**src/rtl/crc_pkg.sv**
```systemverilog
// Shared CRC-32 constants, controller state encoding and a single-bit CRC step helper.
// Used by crc32_serial_lfsr (register update) and crc32_frame_ctrl (end-of-frame value
// when no FCS is appended).
package crc_pkg;
  localparam logic [31:0] CRC32_POLY_REFL = 32'hEDB88320;
  localparam logic [31:0] CRC32_INIT      = 32'hFFFFFFFF;
  localparam logic [31:0] CRC32_XOR_OUT   = 32'hFFFFFFFF;
  localparam logic [31:0] CRC32_RESIDUE   = 32'hDEBB20E3;

  typedef enum logic [1:0] {
    ST_IDLE  = 2'd0,
    ST_DATA  = 2'd1,
    ST_STALL = 2'd2,
    ST_FCS   = 2'd3
  } state_t;

  // One LSB-first step of the reflected CRC register.
  function automatic logic [31:0] crc32_step(input logic [31:0] crc, input logic b,
                                             input logic [31:0] poly);
    crc32_step = (crc >> 1) ^ (((crc[0] ^ b) == 1'b1) ? poly : 32'h0);
  endfunction
endpackage

```
**src/rtl/crc32_serial_lfsr.sv**
```systemverilog
// Bit-serial reflected CRC-32 register.
//  clk, res : clock, async active-high reset (register -> INIT)
//  init     : load INIT (wins over step)
//  step     : shift in bit_in this cycle
//  crc      : current register value
module crc32_serial_lfsr
  import crc_pkg::*;
#(
  parameter logic [31:0] POLY = CRC32_POLY_REFL,
  parameter logic [31:0] INIT = CRC32_INIT
) (
  input  logic        clk,
  input  logic        res,
  input  logic        init,
  input  logic        step,
  input  logic        bit_in,
  output logic [31:0] crc
);
  always_ff @(posedge clk or posedge res) begin
    if (res)       crc <= INIT;
    else if (init) crc <= INIT;
    else if (step) crc <= crc32_step(crc, bit_in, POLY);
  end
endmodule

```
**src/rtl/crc32_frame_ctrl.sv**
```systemverilog
// Frame sequencer for the bit-serial CRC-32 datapath. Takes bytes over valid/ready,
// shifts each out LSB-first (one bit per clk) while feeding the CRC register, then
// optionally sends the 32-bit FCS LSB-first.
//  clk/res            : clock, async active-high reset
//  abort              : sync frame drop, back to IDLE next cycle (crc_out kept)
//  s_data/s_valid/s_last/s_ready : byte input handshake
//  tx_bit/tx_valid/tx_fcs/tx_eof : serial output, FCS flag, last bit of frame
//  busy               : state != IDLE
//  crc_out/crc_done   : final CRC (post XOR_OUT) and its one-cycle update pulse
// All outputs decode only registered state, so none depends combinationally on inputs.
module crc32_frame_ctrl
  import crc_pkg::*;
#(
  parameter logic [31:0] POLY       = CRC32_POLY_REFL,
  parameter logic [31:0] INIT       = CRC32_INIT,
  parameter logic [31:0] XOR_OUT    = CRC32_XOR_OUT,
  parameter bit          APPEND_FCS = 1'b1
) (
  input  logic        clk,
  input  logic        res,
  input  logic        abort,
  input  logic [7:0]  s_data,
  input  logic        s_valid,
  input  logic        s_last,
  output logic        s_ready,
  output logic        tx_bit,
  output logic        tx_valid,
  output logic        tx_fcs,
  output logic        tx_eof,
  output logic        busy,
  output logic [31:0] crc_out,
  output logic        crc_done
);
  state_t      state;
  logic [7:0]  shreg;
  logic        last_q;
  logic [2:0]  bit_cnt;
  logic [4:0]  fcs_cnt;
  logic        eof_q;
  logic [31:0] crc;
  logic [31:0] fcs;
  logic        lfsr_init;
  logic        lfsr_step;

  // CRC is frozen during FCS, so the FCS word can be read straight off the register.
  assign fcs       = crc ^ XOR_OUT;
  assign lfsr_init = abort | (state == ST_IDLE && s_valid);
  assign lfsr_step = (state == ST_DATA);

  crc32_serial_lfsr #(.POLY(POLY), .INIT(INIT)) u_lfsr (
    .clk(clk), .res(res), .init(lfsr_init), .step(lfsr_step),
    .bit_in(shreg[0]), .crc(crc)
  );

  assign s_ready  = (state == ST_IDLE) || (state == ST_STALL) ||
                    (state == ST_DATA && bit_cnt == 3'd7 && !last_q);
  assign busy     = (state != ST_IDLE);
  assign tx_valid = (state == ST_DATA) || (state == ST_FCS);
  assign tx_fcs   = (state == ST_FCS);
  assign tx_bit   = (state == ST_DATA) ? shreg[0] :
                    (state == ST_FCS)  ? fcs[fcs_cnt] : 1'b0;
  assign tx_eof   = eof_q;
  assign crc_done = eof_q;

  always_ff @(posedge clk or posedge res) begin
    if (res) begin
      state   <= ST_IDLE;
      shreg   <= 8'h00;
      last_q  <= 1'b0;
      bit_cnt <= 3'd0;
      fcs_cnt <= 5'd0;
      eof_q   <= 1'b0;
      crc_out <= 32'h0;
    end else if (abort) begin
      state   <= ST_IDLE;
      bit_cnt <= 3'd0;
      fcs_cnt <= 5'd0;
      eof_q   <= 1'b0;
    end else begin
      eof_q <= 1'b0;
      case (state)
        ST_IDLE, ST_STALL: begin
          if (s_valid) begin
            shreg   <= s_data;
            last_q  <= s_last;
            bit_cnt <= 3'd0;
            state   <= ST_DATA;
          end
        end
        ST_DATA: begin
          shreg   <= shreg >> 1;
          bit_cnt <= bit_cnt + 3'd1;
          // Without FCS the last data bit is the eof cycle; its CRC is not in the
          // register yet, so fold the two remaining bits in ahead of time.
          if (!APPEND_FCS && last_q && bit_cnt == 3'd6) begin
            eof_q   <= 1'b1;
            crc_out <= crc32_step(crc32_step(crc, shreg[0], POLY), shreg[1], POLY) ^ XOR_OUT;
          end
          if (bit_cnt == 3'd7) begin
            if (last_q) begin
              fcs_cnt <= 5'd0;
              state   <= APPEND_FCS ? ST_FCS : ST_IDLE;
            end else if (s_valid) begin
              shreg  <= s_data;
              last_q <= s_last;
            end else begin
              state <= ST_STALL;
            end
          end
        end
        ST_FCS: begin
          fcs_cnt <= fcs_cnt + 5'd1;
          if (fcs_cnt == 5'd30) begin
            eof_q   <= 1'b1;
            crc_out <= fcs;
          end
          if (fcs_cnt == 5'd31) state <= ST_IDLE;
        end
        default: state <= ST_IDLE;
      endcase
    end
  end
endmodule

```
**config.mk**
```make
export PLATFORM = sky130hd
export DESIGN_NAME = crc32_frame_ctrl
export DESIGN_NICKNAME = d
export VERILOG_FILES = /design/src/rtl/crc_pkg.sv /design/src/rtl/crc32_serial_lfsr.sv /design/src/rtl/crc32_frame_ctrl.sv
export SDC_FILE = /design/constraint.sdc
export NUM_CORES = 1
export LEC_CHECK = 0
export BUFFER_PORTS_ARGS = -buffer_cell sky130_fd_sc_hd__buf_4
export CAP_MARGIN = 20
export CORE_UTILIZATION = 52
export DETAILED_ROUTE_END_ITERATION = 16
export GPL_TIMING_DRIVEN = 0
export PLACE_DENSITY = 0.73
export SETUP_SLACK_MARGIN = 0.1
export SYNTH_ARGS = -nofsm -noshare
export SYNTH_HDL_FRONTEND = slang
export SYNTH_HIERARCHICAL = 1
export SYNTH_SLANG_ARGS = --single-unit
```
**constraint.sdc**
```tcl
create_clock -name clk -period 1.8 [get_ports clk]
set_input_delay 0.36 -clock clk [delete_from_list [all_inputs] [get_ports clk]]
set_output_delay 0.36 -clock clk [all_outputs]
set_load 0.05 [all_outputs]
```
# == Word level (Yosys, flattened, before mapping) ==
# Index checks and enable logic that the tools add are counted.
# op_classes
n_addsub,2
order_cmp,1
n_eq_ne,13
muxes,34
n_bitwise,5
reduce_logical,20
# ops
op,n
32-bit two-way mux,3
8-bit two-way mux,4
32-bit NOT,1
31-bit by 32-bit XOR with 32-bit output,1
8-bit case mux with 2 select lines,1
5-bit two-way mux,3
2-bit two-way mux,6
5-bit equality test (second input constant),2
1-bit two-way mux,10
5-bit case mux with 2 select lines,1
3-bit AND reduction,3
4-bit AND reduction,2
5-bit by 6-bit less-than comparator with 1-bit output (second input constant),1
3-bit two-way mux,2
3-bit by 2-bit != test with 1-bit output (second input constant),2
3-bit != test (second input constant),2
2-bit case mux with 3 select lines,1
3-bit case mux with 2 select lines,1
2-bit nonzero test,3
3-bit nonzero test,2
5-bit by 1-bit adder with 5-bit output (second input constant),1
1-bit binary-select mux with 5-bit select,1
2-bit equality test (second input constant),2
4-bit != test (second input constant),1
other kinds (15),19
# word_totals
regBits,84
input_bits,13
output_inout_bits,39
wordCells,83

# == Depth between registers and ports, before layout ==
# Gate-level depths: netlist (run 1).
# logic_depth
ltp_word,5
ltp_mapped,9
mapped_depth_nobuf,6

# == Hierarchy ==
# Netlist (run 1), hierarchy kept.
# by_module_without_submodules
mod,instances,cells_each,area_per_inst_um2,seq_area_each_um2
crc32_frame_ctrl,1,243,2474.9,1301.2
crc32_serial_lfsr,1,124,1749.2,840.8

# == Worst setup path before layout (run 1) ==
# Ideal clock, no wire load.
# synth_path
path_type,reg2out
startpoint,reg fcs_cnt[1]
endpoint,out tx_bit
t_arrival_ns,2.526
required_time_ns,1.440
path_slack_ns,-1.086
stages_incl_launch_ff,5
path_buffers,1
path_cell_list,dfrtp_1 -> buf_6 -> mux4_2 -> o2111a_1 -> o311ai_1
# synth_between
elab_chain_len,4
# synth_lines
element,line_no,rtl
from (decl),crc32_frame_ctrl.sv:38,logic [4:0] fcs_cnt;
from (signal assigned),crc32_frame_ctrl.sv:112,fcs_cnt <= fcs_cnt + 5'd1;
1-bit binary-select mux with 5-bit select,crc32_frame_ctrl.sv:61,(state == ST_FCS) ? fcs[fcs_cnt] : 1'b0;
1-bit two-way mux (implied by the code),crc32_frame_ctrl.sv:61,
1-bit two-way mux,crc32_frame_ctrl.sv:61,
1-bit two-way mux,crc32_frame_ctrl.sv:60,assign tx_bit = (state == ST_DATA) ? shreg[0] :
to (decl),crc32_frame_ctrl.sv:26,"output logic tx_bit,"
# No other way between the ends. The select of a mux whose other input is x is not followed.

# == Worst setup path in the final report (run 1) ==
# Same ends and word-level chain as after synthesis.

==> results.toml, run 1 <==
[status]
status = "complete, but fails checks"
violations = "negative setup slack"

[flow_run]
max_capacitance_violation_total = 0

[global_route]
groute.layer.met3.usage = 0.0381
grt_start_max_net_pins = 29
grt_pass1_vias = 3225
final_global_route_overflow_total = 0
first_pass_grt_wire_length_mm = 16.8
grtUsageMet2 = 0.438
met1_track_usage_gr = 0.346
grt_most_used_layer = "met2"
number_of_antenna_violations_at_the_first_check_in_global_routing = 0
groute.usage.overall = 0.259

[finish]
nFillCells = 450
layout_commonest_cell = "sky130_fd_sc_hd__buf_4"
final_layout_size_suffix_gt1_frac = 0.519
post_layout_instance_area_um2 = 6070
most-common-layout-cells = "sky130_fd_sc_hd__buf_4 (78), sky130_fd_sc_hd__dfrtp_1 (50), sky130_fd_sc_hd__a211o_1 (33), sky130_fd_sc_hd__nor2b_1 (32), sky130_fd_sc_hd__dfstp_2 (32)"
final_nets = 495
fin_util = 0.777
n_antenna_cell = 0
area.growth.synth_to_final_pct = 43.6

[clock_network]
ctsLongestPathBuffers = 2
tritoncts = "built"
clock_sinks = 84
clk_latency_ns = 0.35
cts-buffers-inserted = 9
clk_pin_slew_worst_paths_ns = 0.09
root_buffer = "sky130_fd_sc_hd__clkbuf_8"
number_of_levels_the_h_tree_was_split_into = 3

[sta]
finalSetupViolations = 36
timing.max_slew.rel_slack = 0.462
finalSetupTns_ns = -6.18
clock_skew_ns = 0.0143
maxSlewViolCount = 0
post-route-period-util = 1.45
fin_ws_ns = -0.804
fmaxAchievable_mhz = 384
setup_repair_after_global_routing_missed_its_margin = "true"
worst_pin_slew_ns = 0.806
hold_ws_ns = 0.0633
report.final.hold_viol_count = 0
finalCriticalPeriod_ns = 2.60

[worst_setup_path]
regToRegStartpoint = "fcs_cnt[0]$_DFFE_PP0P_"
critical_path.startpoint_type = "flip-flop"
timing.critical_path.to_type = "output pin"
critPathRequiredTime_ns = 1.44
crit_path_start = "fcs_cnt[1]$_DFFE_PP0P_"
crit_arrival_ns = 2.24
critPathKind = "flip-flop to output pin"
maximum_fanout_along_the_worst_path = 10

[die]
row_count = 32
core_area_um2 = 7810
start_util = 0.541
die_footprint_um2 = 8490
die_height_um = 92.1
die-width_um = 92.1
design.portCount = 52

[placement]
detailedPlacementHpwl_mm = 6.48
gp_congestion = 0.801
port_buffers = 51
post_dp_cell_area_um2 = 4810
dp_worst_setup_slack_ns = -0.544

[drt]
detail_route.first_pass.iterations = 6
antenna_violation_net_count_after_detailed_routing = 0
wl_per_cell_um = 20.0
route.detailed.drc = 0
post_drt_via_cell_ratio = 5.82
number_of_vias_in_the_routed_layout = 3399
routed_wl_mm = 11.7
drt_iter0_drc = 228

[synthesis]
post-synth-top-area-cell = "sky130_fd_sc_hd__dfrtp_1"
synth_flop_cell = "sky130_fd_sc_hd__dfrtp_1"
syn_nets = 385
number_of_distinct_library_cells_after_synthesis = 45
netlist.area_leader.share = 0.308
synth_enable_flop_cells = 0
yosysSeqAreaShare = 0.507
ys_seq_elements = 84
ys.warnings.count = 6
syn_area_um2 = 4220
synthCells = 367
synth-async-reset-ratio = 1.00
mean_post_synth_cell_area_um2 = 11.5
synth_top_area_cells = "sky130_fd_sc_hd__dfrtp_1 (31%), sky130_fd_sc_hd__dfstp_2 (20%), sky130_fd_sc_hd__a211o_1 (6.8%)"

[power_and_ir_drop]
leakage_power_nw = 2.76
power.density_cell_area_nw_per_um2 = 750
vdd_drop_max_uv = 451

[worst_hold_path]
holdCritPathClass = "primary input to asynchronous set/reset pin"
## cell type report
type | count | area (um2) | share of cell area
Buffer | 31 | 407 | 0.0670
Clock buffer | 12 | 145 | 0.0239
Clock inverter | 4 | 97.6 | 0.0161
Inverter | 9 | 36.3 | 0.00598
Multi-Input combinational cell | 243 | 2160 | 0.357
Sequential cell | 84 | 2140 | 0.353
Tap cell | 102 | 128 | 0.0210
Timing Repair Buffer | 99 | 945 | 0.156
## metrics by stage
step	std cells	total power, W
2_1_floorplan	367	0.00259
3_3_place_gp	520	0.00272
3_5_place_dp	522	0.00275
4_1_cts	559	0.00442
5_1_grt	584	0.00470
6_report	584	0.00455
## kinds of logic (layout without fill, tap and decap cells)
kind of cell               count (synthesis)  after routing  synth area share
AOI/OAI and AO/OA                         97             97             0.155
xor gates and xnor gates                  14             14            0.0788
adders and majority gates                  5              5            0.0148
buffers and inverters                     40            155            0.0515
DFF                                       84             84             0.507
muxes                                     22             22            0.0705
and+or+nand+nor                          105            105             0.123
## critical path: stages (launching register included)
cell                       delay (ns)
sky130_fd_sc_hd__dfrtp_1         0.44
sky130_fd_sc_hd__buf_8           0.19
sky130_fd_sc_hd__mux4_2          0.52
sky130_fd_sc_hd__o2111a_1        0.28
sky130_fd_sc_hd__o311ai_4        0.25
sky130_fd_sc_hd__buf_6           0.20
## repair_timing
item	in CTS	in global routing
gates resized for setup	106	91
setup endpoints to repair	75	69
buffers inserted	15	27
gates cloned	6	0
hold buffers	0	0
pin swaps	3	25
## state kept, by name, indices dropped and copies added (netlist names)
signal / count
bit_cnt: 3
crc_done: 1
crc_out: 32
fcs_cnt: 5
last_q: 1
shreg: 8
state: 2
u_lfsr/crc: 32
## Yosys cell counts, types with 2 or more instances
cell type,count
sky130_fd_sc_hd__nor2b_1,32
sky130_fd_sc_hd__o21ai_0,41
sky130_fd_sc_hd__xor3_4,4
sky130_fd_sc_hd__nand3_1,3
sky130_fd_sc_hd__buf_2,10
sky130_fd_sc_hd__nand3b_1,2
sky130_fd_sc_hd__and2b_1,2
sky130_fd_sc_hd__a21oi_1,10
sky130_fd_sc_hd__ha_1,5
sky130_fd_sc_hd__inv_1,8
sky130_fd_sc_hd__xor3_1,9
sky130_fd_sc_hd__dfstp_2,32
sky130_fd_sc_hd__mux2i_1,14
sky130_fd_sc_hd__mux4_2,6
sky130_fd_sc_hd__a211o_1,33
sky130_fd_sc_hd__buf_4,2
sky130_fd_sc_hd__buf_6,4
sky130_fd_sc_hd__nor2_1,16
sky130_fd_sc_hd__dfrtp_1,52
sky130_fd_sc_hd__nand2_1,41
sky130_fd_sc_hd__mux2_2,2
sky130_fd_sc_hd__clkbuf_1,13
sky130_fd_sc_hd__a22o_1,2
sky130_fd_sc_hd__or2_2,3
## where the power goes
group	leakage [nW]	switching, W	internal, W
sequential	1.03	0.0000991	0.00201
clock	0.117	0.000701	0.000963
combinational	1.61	0.000339	0.000442
## final timing paths
kind                       depth (start not counted)                         end  slack (ns)
max                                                5                      tx_bit       -0.80
min                                                2        shreg[6]$_DFFE_PP0P_        0.06
max reg2reg                                       12     crc_out[31]$_DFFE_PP0P_       -0.21
min reg2reg                                        2     crc_out[25]$_DFFE_PP0P_        0.49
max in group asynchronous                          3  u_lfsr/crc[19]$_DFFE_PP1P_        0.98
min in group clk                                   3        shreg[7]$_DFFE_PP0P_        0.23
## layer usage
layer,share of wire,up-vias
met3,0.047,23
met1,0.41,1737
li1,-,1520
met4,0.018,0
met5,0,-
met2,0.53,119
Power figures use the tool's default switching activity.
==> run 2: changes to the inputs <==
Settings changed: ABC_AREA set to 1, CORE_UTILIZATION 52 to 53, PLACE_DENSITY 0.73 to 0.75.
==> results.toml, run 2 <==
[worst_setup_path]
slowest_stage_delay_on_critical_path_ns = 0.43
maximum_fanout_along_the_worst_path = 8
timing.critical_path.to_type = "output pin"
critPathKind = "flip-flop to output pin"
chain_of_cells_forming_the_critical_path = "buf_6 > buf_8 > nand2_1 > nand2_1 > nand2_1 > nand3_1 > nand3_1 > nand2_1 > nand2_1 > nand3_2 > nand2_2 > buf_8"
endpoint = "tx_bit"
crit_path_start = "fcs_cnt[0]$_DFFE_PP0P_"
critical_path.slowest_cell = "sky130_fd_sc_hd__dfrtp_1"
regToRegStartpoint = "fcs_cnt[0]$_DFFE_PP0P_"
critical_path.reg2reg.endpoint = "state[0]$_DFFE_PP0P_"
crit_path_frequent_cell = "sky130_fd_sc_hd__nand2_1"
worst_r2r_path_depth = 11
reg2reg_setup_slack_ns = 0.15
crit_arrival_ns = 1.82
critical_path.startpoint_type = "flip-flop"
critPathRequiredTime_ns = 1.44

[global_route]
grt_start_max_net_pins = 34
number_of_antenna_violations_at_the_first_check_in_global_routing = 0
groute.usage.overall = 0.251
first_pass_grt_wire_length_mm = 16.7
grt_pass1_vias = 3494
final_global_route_overflow_total = 0

[finish]
finalNonFillerCells = 696
final_nets = 607
layout_commonest_cell = "sky130_fd_sc_hd__nand2_1"
area.growth.synth_to_final_pct = 23.7
post_layout_instance_area_um2 = 5340
fin_util = 0.683
n_antenna_cell = 0
reg.largest.list = "crc_out (32), u_lfsr/crc (32), shreg (8)"
final_layout_size_suffix_gt1_frac = 0.343
most-common-layout-cells = "sky130_fd_sc_hd__nand2_1 (139), sky130_fd_sc_hd__inv_1 (70), sky130_fd_sc_hd__buf_4 (66), sky130_fd_sc_hd__dfrtp_1 (50), sky130_fd_sc_hd__nand3_1 (37)"

[sta]
timing.max_slew.rel_slack = 0.662
worst_pin_slew_ns = 0.506
finalSetupViolations = 2
fin_ws_ns = -0.381
finalCriticalPeriod_ns = 2.18
report.final.hold_viol_count = 0
maxSlewViolCount = 0
post-route-period-util = 1.21
fmaxAchievable_mhz = 458
hold_ws_ns = 0.0185
clock_skew_ns = 0.0123
setup_repair_after_global_routing_missed_its_margin = "true"

[placement]
detailedPlacementHpwl_mm = 6.97
post_dp_cell_area_um2 = 4880
gp_congestion = 0.859
place.detailed.instances = 664
port_buffers = 51
dp_worst_setup_slack_ns = -0.113

[drt]
number_of_vias_in_the_routed_layout = 3686
wl_per_cell_um = 14.4
routed_wl_mm = 10.0
detail_route.first_pass.iterations = 6
antenna_violation_net_count_after_detailed_routing = 0
post_drt_via_cell_ratio = 5.30
drt_iter0_drc = 312
route.detailed.drc = 0

[power_and_ir_drop]
vdd_drop_max_uv = 1140
leakage_power_nw = 2.86
power.density_cell_area_nw_per_um2 = 1300

[synthesis]
ys.warnings.count = 6
netlist_top_cells_count = "sky130_fd_sc_hd__nand2_1 (143), sky130_fd_sc_hd__inv_1 (74), sky130_fd_sc_hd__dfrtp_1 (52), sky130_fd_sc_hd__nand3_1 (39), sky130_fd_sc_hd__dfstp_2 (32)"
yosysSeqAreaShare = 0.497
ys_seq_elements = 84
post-synth-top-area-cell = "sky130_fd_sc_hd__dfrtp_1"
number_of_distinct_library_cells_after_synthesis = 34
synth_flop_cell = "sky130_fd_sc_hd__dfrtp_1"
netlist.area_leader.share = 0.302
synth_top_area_cells = "sky130_fd_sc_hd__dfrtp_1 (30%), sky130_fd_sc_hd__dfstp_2 (19%), sky130_fd_sc_hd__nand2_1 (12%)"
syn_nets = 527
post-synth-top-count-cell = "sky130_fd_sc_hd__nand2_1"
mean_post_synth_cell_area_um2 = 8.47
synth-async-reset-ratio = 1.00
syn_area_um2 = 4310
synthCells = 509
synth_enable_flop_cells = 0

[clock_network]
number_of_levels_the_h_tree_was_split_into = 3
clk_pin_slew_worst_paths_ns = 0.09
root_buffer = "sky130_fd_sc_hd__clkbuf_8"
clk_latency_ns = 0.36
holdBufCountCts = 0
ctsLongestPathBuffers = 2
clock_sinks = 84
tritoncts = "built"
cts-buffers-inserted = 9

[status]
violations = "negative setup slack"
status = "complete, but fails checks"

[die]
start_util = 0.552
core_area_um2 = 7810
die_height_um = 92.2
die_footprint_um2 = 8500
design.portCount = 52
row_count = 32
die-width_um = 92.2

[worst_hold_path]
holdCritPathClass = "primary input to asynchronous set/reset pin"

[flow_run]
max_capacitance_violation_total = 0
run 2: final cells by class:
type,instances,area [um2]
clock inverter,5,85.1
timing repair buffer,69,567
buffer,24,224
fill,614,2470
inverter,81,313
multi-input combinational,320,1730
tap,102,128
sequential,84,2140
clock buffer,11,141
run 2: report_power, final:
| group | switching, W | total, W | internal (W) |
|---|---|---|---|
| logic | 0.00168 | 0.00271 | 0.00102 |
| clock network | 0.000686 | 0.00151 | 0.000825 |
| registers | 0.000394 | 0.00274 | 0.00235 |
run 2: per-layer routing:
metal	part of all wire	up-vias	GRT usage
met3	0.047	23	0.0348
met2	0.50	129	0.420
li1	-	1795	-
met5	0	-	0
met4	0.026	0	0.0977
met1	0.43	1739	0.331
run 2: worst max-delay path: cells and delay by family, from the launching register on:
| kind | cells | cell delay, ns |
|---|---|---|
| flops | 1 | 0.43 |
| buf+inv | 3 | 0.43 |
| simple gates | 9 | 0.61 |
run 2: worst min-delay path by stage:
stage	depth (start not counted)	end	slack [ns]	from
detailed placement	2	crc_out[12]$_DFFE_PP0P_	0.41	res
global route	2	crc_out[12]$_DFFE_PP0P_	0.03	res
floorplan	1	bit_cnt[0]$_DFFE_PP0P_	0.46	bit_cnt[0]$_DFFE_PP0P_
finish	2	crc_out[16]$_DFFE_PP0P_	0.02	res
CTS	2	crc_out[12]$_DFFE_PP0P_	0.02	res
global placement	2	crc_out[19]$_DFFE_PP0P_	0.47	crc_out[19]$_DFFE_PP0P_
run 2: logic make-up (layout without fill, tap and decap cells):
| group | Yosys count | in the layout | share of synthesized area |
|---|---|---|---|
| AND/OR/NAND/NOR | 216 | 216 | 0.214 |
| AO/OA/AOI/OAI | 99 | 99 | 0.157 |
| flip-flops | 84 | 84 | 0.497 |
| buffers and inverters | 105 | 190 | 0.117 |
| adder cells (fa/ha/maj) | 5 | 5 | 0.0145 |
run 2: through the flow:
| step | setup TNS, ns | total power (W) |
|---|---|---|
| floorplan | 0 | 0.00443 |
| global placement | -25.28 | 0.00497 |
| detailed placement | -0.113 | 0.00505 |
| CTS | -0.371 | 0.00672 |
| global route | -0.550 | 0.00737 |
| finish | -0.387 | 0.00696 |
run 2: timing repair:
item | in CTS | in global routing
gates cloned | 1 | 2
endpoints found under the setup margin | 23 | 19
setup buffers | 5 | 8
resized for setup | 17 | 23
pin swaps | 3 | 9
==> run 3: changes to the inputs <==
Settings changed: CORE_UTILIZATION 53 to 52, PLACE_DENSITY 0.75 to 0.74, SYNTH_HIERARCHICAL 1 to not set.
==> results.toml, run 3 <==
[drt]
number_of_vias_in_the_routed_layout = 3338
post_drt_via_cell_ratio = 5.32
antenna_violation_net_count_after_detailed_routing = 0
detail_route.first_pass.iterations = 4
route.detailed.drc = 0
drt_iter0_drc = 181
wl_per_cell_um = 14.1
routed_wl_mm = 8.86

[synthesis]
syn_nets = 467
mean_post_synth_cell_area_um2 = 9.03
synth_flop_cell = "sky130_fd_sc_hd__dfrtp_1"
synthCells = 449
synth_top_area_cells = "sky130_fd_sc_hd__dfrtp_1 (32%), sky130_fd_sc_hd__dfstp_2 (21%), sky130_fd_sc_hd__nand2_1 (11%)"
ys.warnings.count = 0
netlist_top_cells_count = "sky130_fd_sc_hd__nand2_1 (121), sky130_fd_sc_hd__dfrtp_1 (52), sky130_fd_sc_hd__inv_1 (51), sky130_fd_sc_hd__nand3_1 (33), sky130_fd_sc_hd__dfstp_2 (32)"
yosysSeqAreaShare = 0.528
synth-async-reset-ratio = 1.00
post-synth-top-area-cell = "sky130_fd_sc_hd__dfrtp_1"
syn_area_um2 = 4060
netlist.area_leader.share = 0.321
synth_enable_flop_cells = 0
ys_seq_elements = 84
number_of_distinct_library_cells_after_synthesis = 34
post-synth-top-count-cell = "sky130_fd_sc_hd__nand2_1"

[finish]
final_layout_size_suffix_gt1_frac = 0.367
finalNonFillerCells = 628
ff_latch_area_um2 = 2140
multiInputGateArea_um2 = 1620
layout_commonest_cell = "sky130_fd_sc_hd__nand2_1"
reg.largest.list = "crc_out (32), u_lfsr.crc (32), shreg (8)"
final_nets = 542
most-common-layout-cells = "sky130_fd_sc_hd__nand2_1 (111), sky130_fd_sc_hd__buf_4 (59), sky130_fd_sc_hd__dfrtp_1 (51), sky130_fd_sc_hd__inv_1 (47), sky130_fd_sc_hd__dfstp_2 (32)"
nFillCells = 597
area.growth.synth_to_final_pct = 24.7
n_antenna_cell = 0
fin_util = 0.682

[sta]
clock_skew_ns = 0.0123
finalCriticalPeriod_ns = 2.17
fmaxAchievable_mhz = 461
fin_ws_ns = -0.367
timing.max_slew.rel_slack = 0.737
maxSlewViolCount = 0
setup_repair_after_global_routing_missed_its_margin = "true"
worst_pin_slew_ns = 0.394
finalSetupViolations = 1
finalSetupTns_ns = -0.367
post-route-period-util = 1.20
report.final.hold_viol_count = 0

[global_route]
grt_pass1_vias = 3279
final_global_route_overflow_total = 0
groute.usage.overall = 0.237
grt_start_max_net_pins = 41
number_of_antenna_violations_at_the_first_check_in_global_routing = 0
first_pass_grt_wire_length_mm = 15.5

[status]
status = "complete, but fails checks"
violations = "negative setup slack"

[die]
row_count = 31
die_height_um = 90.3
die-width_um = 90.3
die_footprint_um2 = 8160
start_util = 0.547
core_area_um2 = 7410
design.portCount = 52

[worst_setup_path]
maximum_fanout_along_the_worst_path = 5
critPathRequiredTime_ns = 1.44
critical_path.slowest_cell = "sky130_fd_sc_hd__dfrtp_1"
critPathKind = "flip-flop to output pin"
timing.critical_path.to_type = "output pin"
crit_arrival_ns = 1.81
slowest_stage_delay_on_critical_path_ns = 0.43
worst_path_dominant_cell_family = "simple AND/OR/NAND/NOR gates"
critical_path.startpoint_type = "flip-flop"
chain_of_cells_forming_the_critical_path = "inv_2 > buf_6 > nand2_1 > nand3_1 > nand3_1 > nand3_1 > nand2_2 > nand2_2 > nand3_2 > nand2_4 > buf_8"
critical_path.n_buffers_inverters = 3
crit_path_frequent_cell = "sky130_fd_sc_hd__nand3_1"

[clock_network]
clock_sinks = 84
number_of_levels_the_h_tree_was_split_into = 3
clk_pin_slew_worst_paths_ns = 0.08
cts-buffers-inserted = 9
tritoncts = "built"
clk_latency_ns = 0.36
ctsLongestPathBuffers = 2
root_buffer = "sky130_fd_sc_hd__clkbuf_8"

[placement]
gp_congestion = 0.895
detailedPlacementHpwl_mm = 6.15
port_buffers = 51
place.detailed.instances = 601

[flow_run]
max_capacitance_violation_total = 0

[power_and_ir_drop]
power.density_cell_area_nw_per_um2 = 1280
leakage_power_nw = 2.51
vdd_drop_max_uv = 1150

[worst_hold_path]
holdCritPathClass = "primary input to flip-flop"
-- run 3: cell count changes after synthesis, moves of 6 or more --
cell	change
sky130_fd_sc_hd__inv_1	-23
sky130_fd_sc_hd__a31oi_1	+7
sky130_fd_sc_hd__nor3_1	-8
sky130_fd_sc_hd__nand2_1	-22
sky130_fd_sc_hd__a32oi_1	+10
sky130_fd_sc_hd__nand3_1	-6
sky130_fd_sc_hd__a21oi_1	-18
sky130_fd_sc_hd__nor2_1	+7
-- run 3: through the flow --
stage                     hold WS (ns)  worst slack [ns]  instance area, um2  total power [W]
after detailed placement         0.385            -0.256                4620          0.00476
after floorplan                  0.457             0.106                4070          0.00418
after global placement           0.466            -0.224                4580          0.00469
after global routing             0.258            -0.472                5060          0.00689
after CTS                        0.236            -0.337                4970          0.00643
final                            0.248            -0.367                5060          0.00648
-- run 3: worst reg2reg max path: stages, from the launching register on --
cell,delay (ns)
sky130_fd_sc_hd__dfrtp_1,0.43
sky130_fd_sc_hd__inv_2,0.13
sky130_fd_sc_hd__buf_4,0.16
sky130_fd_sc_hd__buf_4,0.11
sky130_fd_sc_hd__ha_1,0.13
sky130_fd_sc_hd__nand4_1,0.15
sky130_fd_sc_hd__buf_6,0.19
sky130_fd_sc_hd__buf_8,0.15
sky130_fd_sc_hd__nand2_1,0.09
sky130_fd_sc_hd__o21ai_2,0.06
-- run 3: routing by layer --
metal / vias to the layer above / GRT usage / wire length (um)
li1: 1629 / - / -
met1: 1604 / 0.322 / 4000
met2: 83 / 0.377 / 4210
met3: 22 / 0.0463 / 421
met4: 0 / 0.0941 / 228
met5: - / 0 / 0
-- run 3: final timing paths --
path / start / endpoint / slack, ns / depth (start not counted)
min: s_data[7] / shreg[7]$_DFFE_PP0P_ / 0.25 / 3
max in group asynchronous: res / u_lfsr.crc[4]$_DFFE_PP1P_ / 0.66 / 4
max reg2reg: fcs_cnt[0]$_DFFE_PP0P_ / crc_out[12]$_DFFE_PP0P_ / 0.09 / 9
min reg2reg: crc_out[8]$_DFFE_PP0P_ / crc_out[8]$_DFFE_PP0P_ / 0.48 / 2
max: fcs_cnt[0]$_DFFE_PP0P_ / tx_bit / -0.37 / 11
min in group asynchronous: res / crc_out[12]$_DFFE_PP0P_ / 0.55 / 3
-- run 3: cell type report --
class | instances | area share
tap | 99 | 0.0245
buffer | 23 | 0.0391
clock buffer | 9 | 0.0245
clock inverter | 7 | 0.0195
multi-input combinational | 285 | 0.321
inverter | 57 | 0.0436
timing repair buffer | 64 | 0.104
sequential | 84 | 0.424
-- run 3: logic make-up after synthesis --
| group | after synthesis | share of synthesized area |
|---|---|---|
| buffers and inverters | 80 | 0.0926 |
| and+or+nand+nor | 183 | 0.188 |
| AOI/OAI and AO/OA | 95 | 0.171 |
| xor gates and xnor gates | 1 | 0.00216 |
| muxes | 1 | 0.00247 |
| adders and majority gates | 5 | 0.0154 |
| DFF | 84 | 0.528 |
-- run 3: where the power goes --
| group | internal [W] | switching [W] | leakage (nW) |
|---|---|---|---|
| sequential | 0.00232 | 0.000279 | 1.03 |
| clock | 0.000788 | 0.000701 | 0.110 |
| combinational | 0.000843 | 0.00155 | 1.37 |
| total | 0.00395 | 0.00253 | 2.51 |
-- run 3: repair_timing --
item                                    in CTS  in global routing
setup buffers                                6                  3
endpoints found under the setup margin      30                 40
gates resized for setup                     23                 19
endpoints found under the hold margin        8                  0
gates cloned                                 1                  0
pin swaps                                    5                 11
hold buffers                                 1                  0
